`config.mk`:
```
export PLATFORM = sky130hd
export DESIGN_NAME = serial_addsub
export DESIGN_NICKNAME = d
export VERILOG_FILES = /design/src/rtl/serial_addsub.sv
export SDC_FILE = /design/constraint.sdc
export NUM_CORES = 1
export LEC_CHECK = 0
export CAP_MARGIN = 15
export CORE_ASPECT_RATIO = 0.75
export CORE_MARGIN = 3
export CORE_UTILIZATION = 44
export CTS_CLUSTER_SIZE = 24
export DETAILED_ROUTE_END_ITERATION = 7
export PLACE_DENSITY = 0.7
export SETUP_SLACK_MARGIN = 0.4
export SYNTH_ARGS = -nofsm -noshare
export SYNTH_HDL_FRONTEND = slang
export SYNTH_SLANG_ARGS = --single-unit
```
`constraint.sdc`:
```
create_clock -name clk -period 1.3 [get_ports clk]
set_input_delay 0.195 -clock clk [delete_from_list [all_inputs] [get_ports clk]]
set_output_delay 0.195 -clock clk [all_outputs]
set_load 0.1 [all_outputs]
```
`src/rtl/serial_addsub.sv`:
```
// Bit-serial adder/subtractor: one full-adder cell iterated over WIDTH cycles,
// producing {carry, sum} with a start/done handshake.
//
// state | meaning
// IDLE  | waiting for start; operands latched on the accepting edge
// SHIFT | one result bit per clock, LSB first; busy=1
// DONE  | sum valid, done=1 for exactly one cycle
module serial_addsub #(
  parameter int WIDTH = 4
) (
  input  logic             clk,
  input  logic             rst,
  input  logic             start,
  input  logic [WIDTH-1:0] a,
  input  logic [WIDTH-1:0] b,
  input  logic             cin,
  input  logic             sub,
  output logic             busy,
  output logic             done,
  output logic [WIDTH:0]   sum
);

  localparam int CW = $clog2(WIDTH);

  typedef enum logic [1:0] {IDLE, SHIFT, DONE} state_t;

  state_t           state, state_nxt;
  logic [WIDTH-1:0] opa, opb;
  logic [WIDTH-2:0] res;
  logic             carry;
  logic [CW-1:0]    cnt;
  logic             s_bit, c_bit, last;

  assign s_bit = opa[0] ^ opb[0] ^ carry;
  assign c_bit = (opa[0] & opb[0]) | (opa[0] & carry) | (opb[0] & carry);
  assign last  = (cnt == CW'(WIDTH - 1));

  always_ff @(posedge clk or posedge rst) begin
    if (rst) state <= IDLE;
    else     state <= state_nxt;
  end

  always_comb begin
    state_nxt = state;
    busy      = 1'b0;
    done      = 1'b0;
    case (state)
      IDLE:  if (start) state_nxt = SHIFT;
      SHIFT: begin
        busy = 1'b1;
        if (last) state_nxt = DONE;
      end
      DONE: begin
        done      = 1'b1;
        state_nxt = IDLE;
      end
      default: state_nxt = IDLE;
    endcase
  end

  // Subtraction is a + ~b + ~cin, so b is inverted and the borrow flipped at latch time.
  always_ff @(posedge clk or posedge rst) begin
    if (rst) begin
      opa   <= '0;
      opb   <= '0;
      res   <= '0;
      carry <= 1'b0;
      cnt   <= '0;
      sum   <= '0;
    end else begin
      case (state)
        IDLE: begin
          if (start) begin
            opa   <= a;
            opb   <= sub ? ~b : b;
            carry <= cin ^ sub;
            cnt   <= '0;
          end
        end
        SHIFT: begin
          // res holds the WIDTH-1 earlier bits; the final bit goes straight to sum.
          res   <= (WIDTH-1)'({s_bit, res} >> 1);
          opa   <= opa >> 1;
          opb   <= opb >> 1;
          carry <= c_bit;
          cnt   <= cnt + 1'b1;
          if (last) sum <= {c_bit, s_bit, res};
        end
        default: ;
      endcase
    end
  end

endmodule

```
Yosys cells after proc, flatten, opt, wreduce, memory -nomap -nowiden
Index checks and enable logic that the tools add are counted.

Bitwise logic cells: 9. Add/subtract/negate cells: 1. $lt $le $gt $ge: 0. Reduce and logical (&&, ||, !) cells: 5. Muxes and demuxes: 14. Multiply operators: 0. Shift-type cells: 0. Div/mod/pow operators: 0. Eq/ne operators: 5.

Operator list (count): $pmux W4 S2 (2); $mux W4 (3); $pmux W2 S2 (2); $mux W2 (3); $reduce_and A2 Y1 (3); $eq A2 B2 Y1 const B (2); $ne A2 B2 Y1 const B (2); $not A4 Y4 (1); $and A1 B1 Y1 (3); $mux W1 (3); $xor A1 B1 Y1 (3); $add A2 B1 Y2 const B (1); $eq A2 B1 Y1 const B (1); $logic_not A2 Y1 (1); $or A1 B1 Y1 (2); $pmux W1 S2 (1); $reduce_bool A2 Y1 (1).

Memory bits (writable): 0. Memories kept: 0. Latch bits: 0. Bits in read-only memories: 0. Bits of input ports: 13. Word-level logic and storage cells: 41. Flip-flop bits (word level): 21. Output and inout bits: 7.

Longest topological paths before layout
Gate-level depths: netlist (run 1).

Depth after elaboration: 4. Depth in mapped cells: 4. Gate-level depth less buffers: 4.

Worst setup path before layout (run 1)
OpenSTA, ideal clock, no wires.

Kind: reg-to-output. From: reg state[1]. To: out done. Data required time: 1.105 ns. Arrival time: 2.034 ns. Slack: -0.929 ns. Path buffers: 1. Stages on the path, launching flop included: 3. Cell sequence: dfrtp_1 clkbuf_1 nor2b_1.

Cells in the longest elaborated chain, start to end: 2.

Ends and longest elaborated chain: start: declaration (line 27) `state_t state, state_nxt;`; start signal: assignment (line 40) `else state <= state_nxt;`; $eq A2 B2 Y1 (line 47) `case (state)`; $mux W1 (line 47); end: declaration (line 19) `output logic done,`.

Every way passes these cells.

Worst setup path in the final report (run 1)
Same ends and word-level chain as after synthesis.

==> results of run 1 <==
==> area by class of cell <==
| type | count | area (sq um) | area share [%] |
|---|---|---|---|
| timing repair buffer | 44 | 522 | 31.2 |
| tap | 24 | 30.0 | 1.79 |
| sequential | 21 | 526 | 31.4 |
| multi-input combinational | 57 | 558 | 33.3 |
| clock inverter | 1 | 5.00 | 0.299 |
| clock buffer | 3 | 22.5 | 1.35 |
| inverter | 3 | 11.3 | 0.673 |
==> stage by stage <==
| stage | cell area, sq um | utilization [%] | setup TNS (ps) |
|---|---|---|---|
| 2_1_floorplan | 1040 | - | 0 |
| 3_3_place_gp | 1360 | 65.6 | -503 |
| 3_5_place_dp | 1360 | 65.6 | -1320 |
| 4_1_cts | 1600 | 77.3 | -257 |
| 5_1_grt | 1670 | 81.0 | -1320 |
| 6_report | 1670 | 81.0 | -814 |
==> cells in the mapped netlist (all sizes together) <==
cell type and number:
a22oi 4, nand2 12, buf 2, o211ai 2
ha 1, nor2b 6, clkbuf 2, a21oi 4
and3b 1, mux2 9, xor2 1, inv 3
a22o 1, o221ai 2, fa 1, xnor2 4
dfrtp 21, o21ai 5, o21bai 1, nand2b 1
nor2 2
==> where the power goes <==
group	leakage (nW)	switching [W]	total, W	internal [W]
clock network	0.0177	0.000210	0.000326	0.000115
logic	0.501	0.00156	0.00316	0.00160
registers	0.264	0.000277	0.00122	0.000942
==> metal layers <==
metal / share of wire (%) / GRT usage (%) / up-vias
met5: 0 / 0 / -
met4: 2.3 / 8.23 / 0
met1: 42 / 26.1 / 411
met2: 51 / 35.6 / 24
met3: 4.9 / 7.14 / 8
li1: - / - / 381
==> logic make-up after synthesis <==
group / Yosys count / share of synthesized area, %
buffers and inverters: 7 / 3.52
flip-flops: 21 / 52.8
adder cells (fa/ha/maj): 2 / 3.27
multiplexers: 9 / 12.1
XOR/XNOR: 5 / 4.40
AO/OA/AOI/OAI: 19 / 12.4
AND/OR/NAND/NOR: 22 / 11.6
==> registers in the layout, indices dropped and copies added (netlist names) <==
register,count
sum,5
cnt,2
carry,1
opb,4
opa,4
state,2
res,3
==> placed cells by master (no fill, tap or decap), drive strengths merged <==
master / instances
mux2: 9
nor2b: 6
fa: 1
dfrtp: 21
clkbuf: 3
and3b: 1
a21oi: 4
xor2: 1
clkinv: 1
a22oi: 4
o211ai: 2
clkdlybuf4s50: 12
buf: 32
o221ai: 2
nand2: 12
ha: 1
a22o: 1
o21ai: 5
nor2: 2
nand2b: 1
inv: 3
xnor2: 4
o21bai: 1
==> path summary, 6_finish.rpt <==
check                           slack (ps)                   end  depth (start not counted)                 start
worst max-delay path                  -130                  done                          3  state[1]$_DFFE_PP0P_
worst min-delay path                   190    cnt[1]$_DFFE_PP0P_                          3                   rst
worst max register to register         -90    opb[2]$_DFFE_PP0P_                          6  state[1]$_DFFE_PP0P_
worst min register to register         520    sum[0]$_DFFE_PP0P_                          1    res[0]$_DFFE_PP0P_
max in group asynchronous              890  state[1]$_DFFE_PP0P_                          3                   rst
min in group clk                       490    opa[3]$_DFFE_PP0P_                          3                  a[3]
==> repair_timing <==
| action | 4_1_cts | 5_1_grt |
|---|---|---|
| buffers inserted | 15 | 4 |
| pin swaps | 5 | 9 |
| hold buffers | 0 | 0 |
| gates resized for setup | 29 | 13 |
| setup endpoints to repair | 28 | 28 |
==> worst reg2reg max path, cell delays in order, from the launching register on <==
cell,delay [ps]
dfrtp_1,460
buf_6,150
buf_6,110
buf_6,120
nor2b_4,190
nand2b_4,100
o221ai_2,190
==> summary.txt, run 1 <==
Timing
  – Max Transition Viols Final: 0
  – Final worst path period share: 110%
  – WHS: around 190 ps
  – Final setup fails: 14
  – Slew HR: roughly four fifths
  – Fmax: 698 MHz
  – Worst Skew: 7.55 ps
  – Hold Fails Final Rpt: 0
  – Measured slew at the worst slew-check pin: just over 300 ps
  – Tmin final: roughly 1400 ps
  – Final WS setup: -133 ps
  – RSZ-0062 raised after global routing: true

Setup path
  – Critical Path RT: ~1100 ps
  – CP arrival: roughly 1200 ps
  – Worst Path Max Fanout: 3
  – Startpoint Class: flop
  – Worst Path Buf+Inv: 2
  – CP max stage delay: roughly 460 ps
  – Crit path max-delay cell type: dfrtp_1
  – Crit-path cells: buf_6 -> nor2b_4 -> buf_12
  – CP Capture Type: output port
  – Critical path type: reg2out
  – Top Family by Delay on Critical Path: flip-flops

Final layout
  – Area grow syn2layout: 68.1%
  – Share of cells above drive strength 1: between 50% and 60%
  – Antenna Diode Count: 0
  – Non-Filler Instances: 153
  – Layout fillers: approximately 120
  – Fin nets: approximately 150

Global route
  – All-layer global routing usage: between 20% and 30%
  – First-pass GRT wire length: between 4 and 5 mm
  – Pin count of the biggest net entering global routing: 22
  – Vias in the first global route: 873
  – Grt ovf: 0
  – Initial antenna violation count: 0

Job
  – Max Cap Violations: 0

Synth
  – Count of distinct cell types in the synthesized netlist: 25
  – Post-synthesis sequential area ratio: 52.8%
  – Post-synth net total: 100
  – #FFs+latches synth: 21
  – Top cell type by total area after synthesis: dfrtp_1
  – Synthesized area: between 900 and 1000 sq um
  – Synth top area share: between 50% and 60%
  – Mapped Avg Cell Area: roughly 12 sq um
  – Post-Synthesis Cells: 85
  – Yosys synthesis warning count: 0
  – Largest cells by area after synthesis: dfrtp_1, mux2_4, mux2_2, nand2_1, xnor2_1

Pwr
  – Peak supply drop: between 1.5 and 2 mV
  – Tot Pwr: 0.00471 W
  – P per Cell Area: roughly 2800 nW/um^2
  – Pleak: just under 0.8 nW

Run status
  – Status: finished, violations left
  – Failing checks: setup timing

Clock network
  – Clock Sink Count: 21
  – Htree depth: 1
  – CTS root buf: clkbuf_4
  – Number of buffers created by CTS: 3
  – Clock Latency Late Sink: approximately 310 ps
  – Clk slew on worst S/H paths: 120 ps
  – CTS tree: built
  – Longest Clk Path Bufs: 2

Route
  – Initial drt markers: 17
  – Post-DR wirelength/cell: roughly 18 um
  – Drt via density: roughly 5.4
  – DRT Pass-1 Iters: 4
  – Drt total wl: about 2.7 mm
  – Drt drc: 0
  – Post-DRT Antenna Nets: 0
  – Total number of vias: 824

Floorplan
  – Initial core utilization: 48.2%
  – # IOs: 20
  – Die H: roughly 47 um
  – Core Area: between 2000 and 2500 sq um
  – Die Footprint: between 2000 and 3000 sq um
  – Width of the chip: ~61 um
  – FP Rows: 14

Placement
  – Dpl hpwl: about 1.5 mm
  – Dpl cells: between 100 and 150
  – PortBufs: 19
  – RePlAce Congestion: 0.761
  – DP Worst Slack: -214 ps

Worst hold path
  – Hold WC Path Type: in2async
No activity file was read; power rests on OpenSTA's default activity.
==> run 2: changes to the inputs <==
- CORE_ASPECT_RATIO: 0.75 -> 1.25
==> run 2 against run 1 <==
Against the previous run: the run still ends with setup timing left; wire length fell by 7.8%; global-route usage decreased by 2.5 points; flip-flop and latch count unchanged; power shrank 0.57%; fmax is 4.9% higher; sequential power is essentially flat; via count rose by 4.0%; die area hardly changed; sequential share of layout area is 0.39 points lower; count of clock-buffer cells in the layout unchanged; critical endpoint is now busy; largest power group unchanged.
==> summary.txt, run 2 (same netlist as run 1, synthesis figures left out) <==
Timing
  – Max Transition Viols Final: 0
  – RSZ-0062 raised after global routing: true
  – Hold Fails Final Rpt: 0
  – Tmin final: roughly 1400 ps
  – Fmax: between 700 and 800 MHz
  – Slew HR: a little over 80%
  – Worst Skew: roughly 8 ps
  – Final setup fails: 13
  – Measured slew at the worst slew-check pin: 270 ps
  – WHS: approximately 200 ps
  – Final WS setup: -65.9 ps
  – Final worst path period share: 105%
  – TNS Setup: -310 ps

Clock network
  – Clock Latency Late Sink: approximately 300 ps
  – CTS root buf: clkbuf_4
  – Longest Clk Path Bufs: 2
  – Number of buffers created by CTS: 3
  – Hold buffer count at cts: 0
  – CTS tree: built
  – Htree depth: 1
  – Clk slew on worst S/H paths: around 120 ps
  – Clock Sink Count: 21

Floorplan
  – FP Rows: 18
  – Die Footprint: 2870 sq um
  – Initial core utilization: just under 50%
  – Core Area: between 2000 and 2500 sq um
  – Die H: 59.2 um
  – Width of the chip: 48.6 um
  – # IOs: 20

Final layout
  – Non-Filler Instances: ~170
  – Fin nets: around 150
  – Most common cell after layout, fill and taps aside: dfrtp_1
  – Most flops, register: sum
  – Most frequent cells in the layout: dfrtp_1, buf_4, clkdlybuf4s50_1
  – Area grow syn2layout: 70.6%
  – Share of cells above drive strength 1: 51.1%
  – Number of flip-flops in the largest register: 5
  – Design area: 1700 sq um
  – Largest regs: sum (5), opa (4), opb (4)
  – Antenna Diode Count: 0

Route
  – Post-DRT Antenna Nets: 0
  – Post-DR wirelength/cell: roughly 15 um
  – Drt total wl: 2.52 mm
  – Initial drt markers: 15
  – Drt drc: 0
  – Total number of vias: about 860
  – DRT Pass-1 Iters: 7
  – Drt via density: 5.19

Setup path
  – Worst Path Max Fanout: 2
  – Worst Path Buf+Inv: 2
  – CP max stage delay: roughly 420 ps
  – Startpoint Class: flop
  – Critical path type: reg2out
  – CP Capture Type: output port
  – Top Family by Delay on Critical Path: flip-flops
  – Critical Path RT: approximately 1100 ps
  – Crit path max-delay cell type: dfrtp_1
  – Crit-path cells: nor2b_4 -> buf_6 -> buf_12
  – CP arrival: ~1200 ps

Global route
  – All-layer global routing usage: a little under a fifth
  – Initial antenna violation count: 0
  – Grt ovf: 0
  – Top Usage Layer GRT: met2
  – Met1 Track Usage GR: a little over 20%
  – Vias in the first global route: 910
  – GR Util met2: between 30% and 40%
  – Pin count of the biggest net entering global routing: 22
  – Met3 GRT Util: between 2 and 3%
  – First-pass GRT wire length: 4.14 mm

Placement
  – Dpl cells: around 140
  – RePlAce Congestion: roughly 0.75
  – PortBufs: 19
  – Area post-placement: approximately 1400 sq um
  – Dpl hpwl: 1.42 mm

Pwr
  – Peak supply drop: ~1.8 mV
  – Pleak: 0.790 nW
  – P per Cell Area: between 2000 and 3000 nW/um^2

Run status
  – Status: finished, violations left
  – Failing checks: setup timing

Job
  – Max Cap Violations: 0

Worst hold path
  – Hold WC Path Type: in2async
==> run 2: changes by cell type in the layout (fill, tap and decap cells not counted), sizes merged <==
cell / previous run / this run
buf: 32 / 38
==> run 2: repair_timing <==
item | in CTS | in global routing
endpoints found under the hold margin | 0 | 0
pin swaps | 8 | 4
cloned | 0 | 0
setup endpoints to repair | 28 | 28
gates resized for setup | 30 | 7
setup buffers | 17 | 5
==> run 2: stage by stage <==
stage	utilization, %	setup WS, ps	power (W)
2_1_floorplan	-	22.1	0.00276
3_3_place_gp	66.8	-31.2	0.00351
3_5_place_dp	66.8	-56.3	0.00358
4_1_cts	79.3	-100	0.00448
5_1_grt	82.0	-117	0.00490
6_report	82.0	-65.9	0.00468
==> run 2: layout make-up <==
class | instances | area (sq um)
Timing Repair Buffer | 50 | 567
Multi-Input combinational cell | 57 | 529
Sequential cell | 21 | 527
Fill cell | 127 | 373
Tap cell | 30 | 37.5
Clock buffer | 3 | 22.5
Inverter | 3 | 11.3
Clock inverter | 1 | 5.00
==> run 2: report_power, final <==
| group | total [W] | switching [W] | internal (W) |
|---|---|---|---|
| combinational | 0.00317 | 0.00154 | 0.00163 |
| clock | 0.000312 | 0.000197 | 0.000115 |
| sequential | 0.00120 | 0.000253 | 0.000943 |
| total | 0.00468 | 0.00199 | 0.00269 |
==> run 2: path summary, 6_finish.rpt <==
path / startpoint / to / slack, ps / cells past startpoint
worst max-delay path: state[0]$_DFFE_PP0P_ / busy / -70 / 3
worst min-delay path: rst / opa[0]$_DFFE_PP0P_ / 200 / 3
worst max register to register: state[1]$_DFFE_PP0P_ / opa[3]$_DFFE_PP0P_ / -50 / 7
worst min register to register: opb[3]$_DFFE_PP0P_ / opb[3]$_DFFE_PP0P_ / 520 / 2
max in group asynchronous: rst / state[1]$_DFFE_PP0P_ / 860 / 3
min in group clk: a[3] / opa[3]$_DFFE_PP0P_ / 520 / 3
==> run 2: worst register-to-register path: stages (launching register included) <==
cell     delay, ps
dfrtp_2        460
buf_6          130
buf_4          130
buf_8          130
nor2b_4        160
buf_6          120
a21oi_2         50
o21ai_1        120
==> run 2: routing by layer <==
layer | vias up | routed length, um
li1 | 392 | -
met1 | 428 | 931
met2 | 33 | 1410
met3 | 4 | 139
met4 | 0 | 33
met5 | - | 0
==> run 3: changes to the inputs <==
- CORE_MARGIN: 3 -> default
==> run 3 against run 2 <==
Against the previous run: the run still ends with setup timing left; non-clock buffer count fell by 7; global-route usage rose by 0.45 points; final area fell by 2.4%; first-iteration DRC count fell by 53%; count of clock-buffer cells in the layout did not move; critical path type unchanged.
==> summary.txt, run 3 (same netlist as run 1, synthesis figures left out) <==
Timing
  – TNS Setup: -216 ps
  – Hold Fails Final Rpt: 0
  – Measured slew at the worst slew-check pin: around 260 ps
  – Tmin final: approximately 1400 ps
  – RSZ-0062 raised after global routing: true
  – Final worst path period share: 105%
  – Max Transition Viols Final: 0
  – Final WS setup: -64.4 ps
  – Fmax: approximately 730 MHz
  – Slew HR: ~82%
  – Final setup fails: 7
  – Worst Skew: around 8 ps

Global route
  – Initial antenna violation count: 0
  – Pin count of the biggest net entering global routing: 22
  – All-layer global routing usage: 19.3%
  – Grt ovf: 0
  – First-pass GRT wire length: around 3.4 mm
  – Vias in the first global route: between 700 and 800

Floorplan
  – Die H: about 55 um
  – Die Footprint: between 2000 and 2500 sq um
  – Core Area: ~2000 sq um
  – Initial core utilization: 48.6%
  – Width of the chip: around 45 um
  – # IOs: 20
  – FP Rows: 18

Clock network
  – Hold buffer count at cts: 0
  – Clock Sink Count: 21
  – Clk slew on worst S/H paths: about 120 ps
  – Htree depth: 1
  – Clock Latency Late Sink: 300 ps
  – CTS root buf: clkbuf_4
  – CTS tree: built
  – Longest Clk Path Bufs: 2
  – Number of buffers created by CTS: 3

Route
  – Post-DRT Antenna Nets: 0
  – Met1 WL: 888 um
  – Total number of vias: approximately 800
  – Met2 wire length: between 1 and 1.5 mm
  – Post-DR wirelength/cell: ~13 um
  – Drt total wl: about 2.1 mm
  – Top Layer Used: met4
  – Routed length on met3: about 54 um
  – Initial drt markers: 7
  – Drt drc: 0
  – Drt via density: around 5.1
  – DRT Pass-1 Iters: 4

Pwr
  – Peak supply drop: between 1.5 and 2 mV
  – Pleak: around 0.76 nW
  – P per Cell Area: about 2700 nW/um^2

Worst hold path
  – Hold WC Path Type: in2async

Final layout
  – Share of cells above drive strength 1: 48.4%
  – Most flops, register: sum
  – Area grow syn2layout: 66.5%
  – Number of flip-flops in the largest register: 5
  – Fin nets: between 100 and 150
  – Most common cell after layout, fill and taps aside: dfrtp_1
  – Most frequent cells in the layout: dfrtp_1, clkdlybuf4s50_1, nand2_1, buf_6, buf_4
  – Layout fillers: 124
  – Largest regs: sum (5), opa (4), opb (4)
  – Final core utilization: around 81%
  – Antenna Diode Count: 0

Setup path
  – CP arrival: ~1200 ps
  – RR Startpoint: state[1]$_DFFE_PP0P_
  – Reg-to-reg endpoint: cnt[0]$_DFFE_PP0P_
  – Worst Path Max Fanout: 3
  – CP Capture Type: output port
  – FF-to-FF setup slack: -50 ps
  – Reg2reg path depth: 5
  – Startpoint Class: flop
  – Critical Path RT: between 1000 and 1500 ps
  – Critical path type: reg2out

Placement
  – RePlAce Congestion: about 0.78
  – PortBufs: 19
  – Dpl hpwl: ~1.3 mm
  – DP Worst Slack: -59.5 ps

Run status
  – Failing checks: setup timing
  – Status: finished, violations left

Job
  – Max Cap Violations: 0
## run 3: critical path, cell delays in order, from the launching register on
cell     delay, ps
dfrtp_2        430
buf_6          120
nor2b_4        150
buf_12         180
## run 3: worst max path at each step
stage | start | end | slack [ps] | depth (start not counted)
6_report | state[1]$_DFFE_PP0P_ | done | -60 | 3
5_1_grt | state[0]$_DFFE_PP0P_ | busy | -110 | 3
2_1_floorplan | state[1]$_DFFE_PP0P_ | done | 20 | 2
3_5_place_dp | start | opa[3]$_DFFE_PP0P_ | -60 | 5
4_1_cts | state[0]$_DFFE_PP0P_ | done | -90 | 3
3_3_place_gp | start | opa[0]$_DFFE_PP0P_ | -40 | 4
## run 3: timing repair
item                                    4_1_cts  5_1_grt
endpoints found under the setup margin       28       28
resized for setup                            29        9
cloned                                        0        0
buffers inserted                             10        6
pin swaps                                     9        4
## run 3: area by class of cell
| class | count | area, sq um | area share, % |
|---|---|---|---|
| Multi-Input combinational cell | 57 | 537 | 32.4 |
| Sequential cell | 21 | 527 | 31.8 |
| Timing Repair Buffer | 43 | 518 | 31.2 |
| Tap cell | 30 | 37.5 | 2.26 |
| Clock buffer | 3 | 22.5 | 1.36 |
| Inverter | 3 | 11.3 | 0.679 |
| Clock inverter | 1 | 5.00 | 0.302 |
## run 3: stage by stage
stage,instances,hold slack (ps),power (W),cell area [sq um]
global route,158,245,0.00468,1660
global placement,138,483,0.00350,1380
floorplan,85,172,0.00276,1040
detailed placement,138,483,0.00354,1380
CTS,152,221,0.00423,1570
finish,158,212,0.00445,1660
## run 3: where the power goes
group / switching, W / internal [W] / total (W) / leakage (nW)
Clock: 0.000196 / 0.000115 / 0.000311 / 0.0177
Sequential: 0.000247 / 0.000944 / 0.00119 / 0.263
Combinational: 0.00143 / 0.00152 / 0.00294 / 0.479
## run 3: routing by layer
| layer | track usage, % | up-vias |
|---|---|---|
| li1 | - | 378 |
| met4 | 6.57 | 0 |
| met5 | 0 | - |
| met3 | 2.92 | 5 |
| met2 | 34.6 | 18 |
| met1 | 23.7 | 398 |
